===== config.mk =====
export PLATFORM = sky130hd
export DESIGN_NAME = branch_pred_ctl
export DESIGN_NICKNAME = d
export VERILOG_FILES = /design/src/rtl/branch_pred_ctl.sv
export SDC_FILE = /design/constraint.sdc
export NUM_CORES = 2
export LEC_CHECK = 0
export ABC_CLOCK_PERIOD_IN_PS = 38000
export BUFFER_PORTS_ARGS = -buffer_cell sky130_fd_sc_hd__buf_4
export CORE_MARGIN = 3
export CORE_UTILIZATION = 25
export CTS_CLUSTER_DIAMETER = 50
export DETAILED_ROUTE_END_ITERATION = 16
export PLACE_DENSITY = 0.43
export SYNTH_ARGS = -nofsm -noshare
export SYNTH_HDL_FRONTEND = slang
export SYNTH_SLANG_ARGS = --single-unit

===== constraint.sdc =====
create_clock -name clk -period 38 [get_ports clk]
set_clock_uncertainty 0.1 [all_clocks]
set_input_delay 3.8 -clock clk [delete_from_list [all_inputs] [get_ports clk]]
set_output_delay 3.8 -clock clk [all_outputs]
set_load 0.03 [all_outputs]

===== src/rtl/branch_pred_ctl.sv =====
// Branch prediction controller: direct-mapped BTB with 2-bit saturating
// counters. It does a combinational IF lookup and a MEM-stage mispredict check
// that drives flush/redirect. It also keeps resolve statistics and runs a
// sequenced invalidate sweep of the table.
module branch_pred_ctl #(
  parameter int ENTRIES = 16,
  parameter int IDX_W   = 4
) (
  input  logic        clk,
  input  logic        rst,
  input  logic [31:0] if_pc,
  output logic        pred_taken,
  output logic [31:0] pred_target,
  input  logic        res_valid,
  input  logic [31:0] res_pc,
  input  logic        res_is_branch,
  input  logic        res_taken,
  input  logic [31:0] res_target,
  input  logic        res_pred_taken,
  input  logic [31:0] res_pred_target,
  output logic        flush,
  output logic [31:0] redirect_pc,
  input  logic        tbl_clr,
  output logic        busy,
  output logic [15:0] branch_cnt,
  output logic [15:0] mispred_cnt
);

  localparam int TAG_W = 30 - IDX_W;

  typedef enum logic {IDLE, SWEEP} state_t;

  state_t             state_reg, state_next;
  logic [IDX_W-1:0]   idx_reg, idx_next;

  // Flattened views of the per-entry registers, used by the read muxes.
  logic [ENTRIES-1:0]             valid_vec;
  logic [ENTRIES-1:0][TAG_W-1:0]  tag_arr;
  logic [ENTRIES-1:0][31:0]       target_arr;
  logic [ENTRIES-1:0][1:0]        ctr_arr;

  logic [IDX_W-1:0] if_idx, res_idx;
  logic [TAG_W-1:0] if_tag, res_tag;
  logic             if_hit, res_hit;
  logic             mispredict;
  logic             upd_en;
  logic [15:0]      branch_cnt_reg, mispred_cnt_reg;

  // The two low PC bits are always zero for aligned instructions.
  logic unused_pc_bits;
  assign unused_pc_bits = ^{if_pc[1:0], res_pc[1:0]};

  assign if_idx  = if_pc[IDX_W+1:2];
  assign if_tag  = if_pc[31:IDX_W+2];
  assign res_idx = res_pc[IDX_W+1:2];
  assign res_tag = res_pc[31:IDX_W+2];

  assign busy   = (state_reg == SWEEP);
  assign if_hit = valid_vec[if_idx] && (tag_arr[if_idx] == if_tag);
  assign res_hit = valid_vec[res_idx] && (tag_arr[res_idx] == res_tag);
  // A sweep owns the table, so resolve-side writes are dropped meanwhile.
  assign upd_en = res_valid && !busy;

  // IF lookup: predictions are forced not-taken while the sweep runs.
  always_comb begin
    pred_taken  = if_hit && ctr_arr[if_idx][1] && !busy;
    pred_target = pred_taken ? target_arr[if_idx] : 32'd0;
  end

  // MEM-stage check. A non-branch that was predicted taken is an alias hit.
  always_comb begin
    mispredict = 1'b0;
    if (res_is_branch)
      mispredict = (res_pred_taken != res_taken) ||
                   (res_taken && res_pred_taken && (res_pred_target != res_target));
    else
      mispredict = res_pred_taken;
    flush       = res_valid && mispredict;
    redirect_pc = (res_is_branch && res_taken) ? res_target : (res_pc + 32'd4);
  end

  // One register slice per BTB entry. Sweep clears take priority; they
  // cannot collide with updates because updates are gated by busy.
  for (genvar gi = 0; gi < ENTRIES; gi++) begin : g_entry
    localparam logic [IDX_W-1:0] MY_IDX = IDX_W'(gi);
    logic             valid_reg;
    logic [TAG_W-1:0] tag_reg;
    logic [31:0]      target_reg;
    logic [1:0]       ctr_reg;

    assign valid_vec[gi]  = valid_reg;
    assign tag_arr[gi]    = tag_reg;
    assign target_arr[gi] = target_reg;
    assign ctr_arr[gi]    = ctr_reg;

    // Entry state: reset, sweep clear, or resolve update.
    always_ff @(posedge clk or posedge rst) begin
      if (rst) begin
        valid_reg  <= 1'b0;
        tag_reg    <= '0;
        target_reg <= 32'd0;
        ctr_reg    <= 2'b01;
      end else if (busy && (idx_reg == MY_IDX)) begin
        valid_reg <= 1'b0;
        ctr_reg   <= 2'b01;
      end else if (upd_en && (res_idx == MY_IDX)) begin
        if (res_is_branch) begin
          if (res_hit) begin
            if (res_taken) begin
              if (ctr_reg != 2'b11) ctr_reg <= ctr_reg + 2'b01;
              target_reg <= res_target;
            end else if (ctr_reg != 2'b00) begin
              ctr_reg <= ctr_reg - 2'b01;
            end
          end else if (res_taken) begin
            valid_reg  <= 1'b1;
            tag_reg    <= res_tag;
            target_reg <= res_target;
            ctr_reg    <= 2'b10;
          end
        end else if (res_pred_taken && res_hit) begin
          valid_reg <= 1'b0;
        end
      end
    end
  end

  // Sweep FSM state register.
  always_ff @(posedge clk or posedge rst) begin
    if (rst) begin
      state_reg <= IDLE;
      idx_reg   <= '0;
    end else begin
      state_reg <= state_next;
      idx_reg   <= idx_next;
    end
  end

  // Sweep FSM next state: a tbl_clr mid-sweep restarts from index 0.
  always_comb begin
    state_next = state_reg;
    idx_next   = idx_reg;
    case (state_reg)
      IDLE: begin
        if (tbl_clr) begin
          state_next = SWEEP;
          idx_next   = '0;
        end
      end
      SWEEP: begin
        if (tbl_clr) begin
          idx_next = '0;
        end else if (idx_reg == IDX_W'(ENTRIES - 1)) begin
          state_next = IDLE;
          idx_next   = '0;
        end else begin
          idx_next = idx_reg + 1'b1;
        end
      end
      default: begin
        state_next = IDLE;
        idx_next   = '0;
      end
    endcase
  end

  // Saturating statistics; these keep counting during a sweep.
  always_ff @(posedge clk or posedge rst) begin
    if (rst) begin
      branch_cnt_reg  <= 16'd0;
      mispred_cnt_reg <= 16'd0;
    end else begin
      if (res_valid && res_is_branch && (branch_cnt_reg != 16'hFFFF))
        branch_cnt_reg <= branch_cnt_reg + 16'd1;
      if (flush && (mispred_cnt_reg != 16'hFFFF))
        mispred_cnt_reg <= mispred_cnt_reg + 16'd1;
    end
  end

  assign branch_cnt  = branch_cnt_reg;
  assign mispred_cnt = mispred_cnt_reg;

endmodule


==> results.json <==
{
  "synth_common_cells": "dfrtp_1, mux2_2, nand2_1",
  "finalCriticalPeriod_ns": 12.77,
  "hold_class": "flop to flop",
  "endpoint_kind": "output port",
  "r2r_cells": 10,
  "cts.clk_slew.worst_paths_ns": 0.06,
  "path_max_fanout": 65,
  "synth.distinct_cells": 82,
  "synth_area_leaders": "dfrtp_1, mux2_2, mux4_2, nand2_1, clkbuf_1",
  "irDropWorstVdd_uv": 50.27,
  "largest_reg_flops": 512,
  "vias_per_cell": 5.007,
  "syn_to_final_growth_pct": 18.05,
  "drive_above_1_share_pct": 42.89,
  "power.leakage_nw": 28.29,
  "slew_violations": 0,
  "worstPathArrival_ns": 8.87,
  "worst_pin_slew_ns": 1.199,
  "status": "complete, no violations",
  "crit_path_end": "pred_target[22]",
  "avgSynthCellArea_um2": 13.22,
  "vias": 34847,
  "final_nets": 4195,
  "worstReg2RegEnd": "g_entry[10].tag_reg[14]$_DFFE_PP0P_",
  "crit_type": "input pin to output port",
  "cts_tree": "done",
  "synth_warnings": 0,
  "drv_cap": 0,
  "wl_met1_um": 86490,
  "routed_wl_um": 193200,
  "drtPass1Iterations": 7,
  "drc_errors": 0,
  "finalInstanceArea_um2": 62140,
  "gp_congestion": 0.8041,
  "rrSetupSlack_ns": 33.19,
  "r2r_start": "g_entry[14].tag_reg[0]$_DFFE_PP0P_",
  "dr.max_layer_used": "met5",
  "grt_pass1_vias": 36669,
  "fp-row-count": 167,
  "synth_edf_count": 0,
  "syn-instance-count": 3981,
  "cts.sinks": 1013,
  "postCtsSetupBuffers": 0,
  "routedWlPerCell_um": 27.76,
  "fill_cells": 21034,
  "wl_met3_um": 7939,
  "clockRootBuffer": "clkbuf_16",
  "syn_nets": 4127,
  "cts_resized": 0,
  "place_inst": 6688,
  "layoutNonFillerInstCount": 6960,
  "finalHoldViolations": 0,
  "fp.dieArea_um2": 216100,
  "timing.final.crit_share_pct": 33.61,
  "p_per_area_nw_per_um2": 44.60,
  "max_freq_ghz": 0.07831,
  "ant_nets": 0,
  "initial_core_util_pct": 25.27,
  "synth_largest_area_cell": "dfrtp_1",
  "crit_start": "if_pc[2]",
  "dr_wl_met2_um": 92530,
  "worst_setup_path_start_kind": "input pin",
  "io_pins": 234,
  "slew_headroom_pct": 20.09,
  "cts_buffers": 147,
  "fp.dieW_um": 464.9,
  "cts_hold_buf": 0,
  "htree_levels": 4,
  "setup_viol": 0,
  "place_area_um2": 56880,
  "syn_area_um2": 52640,
  "core_um2": 208300,
  "ys.flop_type": "dfrtp_1",
  "fin_util_pct": 29.83,
  "postSynth.asyncResetShare_pct": 100.0,
  "crit_required_ns": 34.10,
  "clk_latency_ns": 0.82,
  "grt_max_degree": 177,
  "rsz0062_at_grt": "false",
  "io_buffers": 231,
  "synth.most_common_cell": "dfrtp_1",
  "synth-seq-area-share_pct": 48.19,
  "synth_top_area_share_pct": 47.40,
  "drtIter0Drc": 2669,
  "clock_path_buffers": 3,
  "antenna_found_initial": 22,
  "hpwl_um": 115100,
  "grt.total_usage_pct": 17.67,
  "fin_tns_setup_ns": 0,
  "grt_overflow": 0,
  "die_h_um": 464.9,
  "ys_seq_elements": 1013,
  "grt_pass1_wl_um": 278400
}
[worst min path at each step]
stage / from / to / slack, ns / cells after the start
floorplan: g_entry[3].target_reg[0]$_DFFE_PP0P_ / g_entry[3].target_reg[0]$_DFFE_PP0P_ / 0.34 / 2
global route: g_entry[3].target_reg[7]$_DFFE_PP0P_ / g_entry[3].target_reg[7]$_DFFE_PP0P_ / 0.39 / 2
global placement: g_entry[11].target_reg[18]$_DFFE_PP0P_ / g_entry[11].target_reg[18]$_DFFE_PP0P_ / 0.36 / 2
CTS: g_entry[7].target_reg[20]$_DFFE_PP0P_ / g_entry[7].target_reg[20]$_DFFE_PP0P_ / 0.37 / 2
detailed placement: g_entry[7].target_reg[20]$_DFFE_PP0P_ / g_entry[7].target_reg[20]$_DFFE_PP0P_ / 0.36 / 2
finish: g_entry[7].target_reg[15]$_DFFE_PP0P_ / g_entry[7].target_reg[15]$_DFFE_PP0P_ / 0.37 / 2
[cell type report]
type,count,area (µm²),area share [%]
Sequential cell,1013,25370,40.83
Clock inverter,73,1089,1.752
Timing Repair Buffer,294,2310,3.717
Clock buffer,193,4153,6.683
Antenna cell,6,15.01,0.02416
Tap cell,2788,3488,5.614
Inverter,27,108.9,0.1752
Multi-Input combinational cell,2566,25610,41.21
[critical path, stage by stage]
cell and delay [ns]:
buf_8 0.59, buf_4 0.82, buf_4 0.87, mux4_2 0.41
mux4_2 0.51, xnor2_1 0.18, nand4_1 0.33, nor3_1 0.29
nand4_1 0.11, buf_4 0.33, nor2b_1 0.23, buf_4 0.19
[layer usage]
| layer | up-vias | track usage (%) |
|---|---|---|
| met5 | - | 0 |
| met4 | 16 | 6.033 |
| met3 | 294 | 2.791 |
| met2 | 854 | 28.91 |
| met1 | 18870 | 23.74 |
| li1 | 14813 | - |
[cell usage in the layout, fill, tap and decap left out, types with 40 or more instances in the layout]
master,count
dfrtp_1,997
mux2_2,815
nand2_1,416
mux4_2,360
buf_4,284
o21ai_0,171
clkbuf_16,148
nor2_1,81
xor2_1,81
mux2i_1,76
nand3_1,69
xnor2_1,64
nor2b_1,45
a21oi_1,40
[kinds of logic after synthesis]
family,synth area share (%)
xor+xnor,2.413
simple gates,6.872
mux,34.37
buf+inv,3.428
fa+ha+maj,0.2805
flops,48.19
compound gates,4.445
[power breakdown]
group / total (mW) / internal [mW] / switching (mW)
Combinational: 0.218 / 0.0677 / 0.150
Sequential: 1.11 / 1.09 / 0.0142
Clock: 1.45 / 0.884 / 0.562
Total: 2.77 / 2.04 / 0.727
[stage by stage]
| step | hold WS [ns] | power (mW) | setup WS, ns |
|---|---|---|---|
| 2_1_floorplan | 0.3409 | 1.255 | 5.622 |
| 3_3_place_gp | 0.3573 | 1.347 | 25.13 |
| 3_5_place_dp | 0.3577 | 1.348 | 25.06 |
| 4_1_cts | 0.3714 | 2.815 | 25.05 |
| 5_1_grt | 0.3870 | 2.874 | 24.88 |
| 6_report | 0.3693 | 2.772 | 25.23 |
Power figures use the tool's default switching activity.
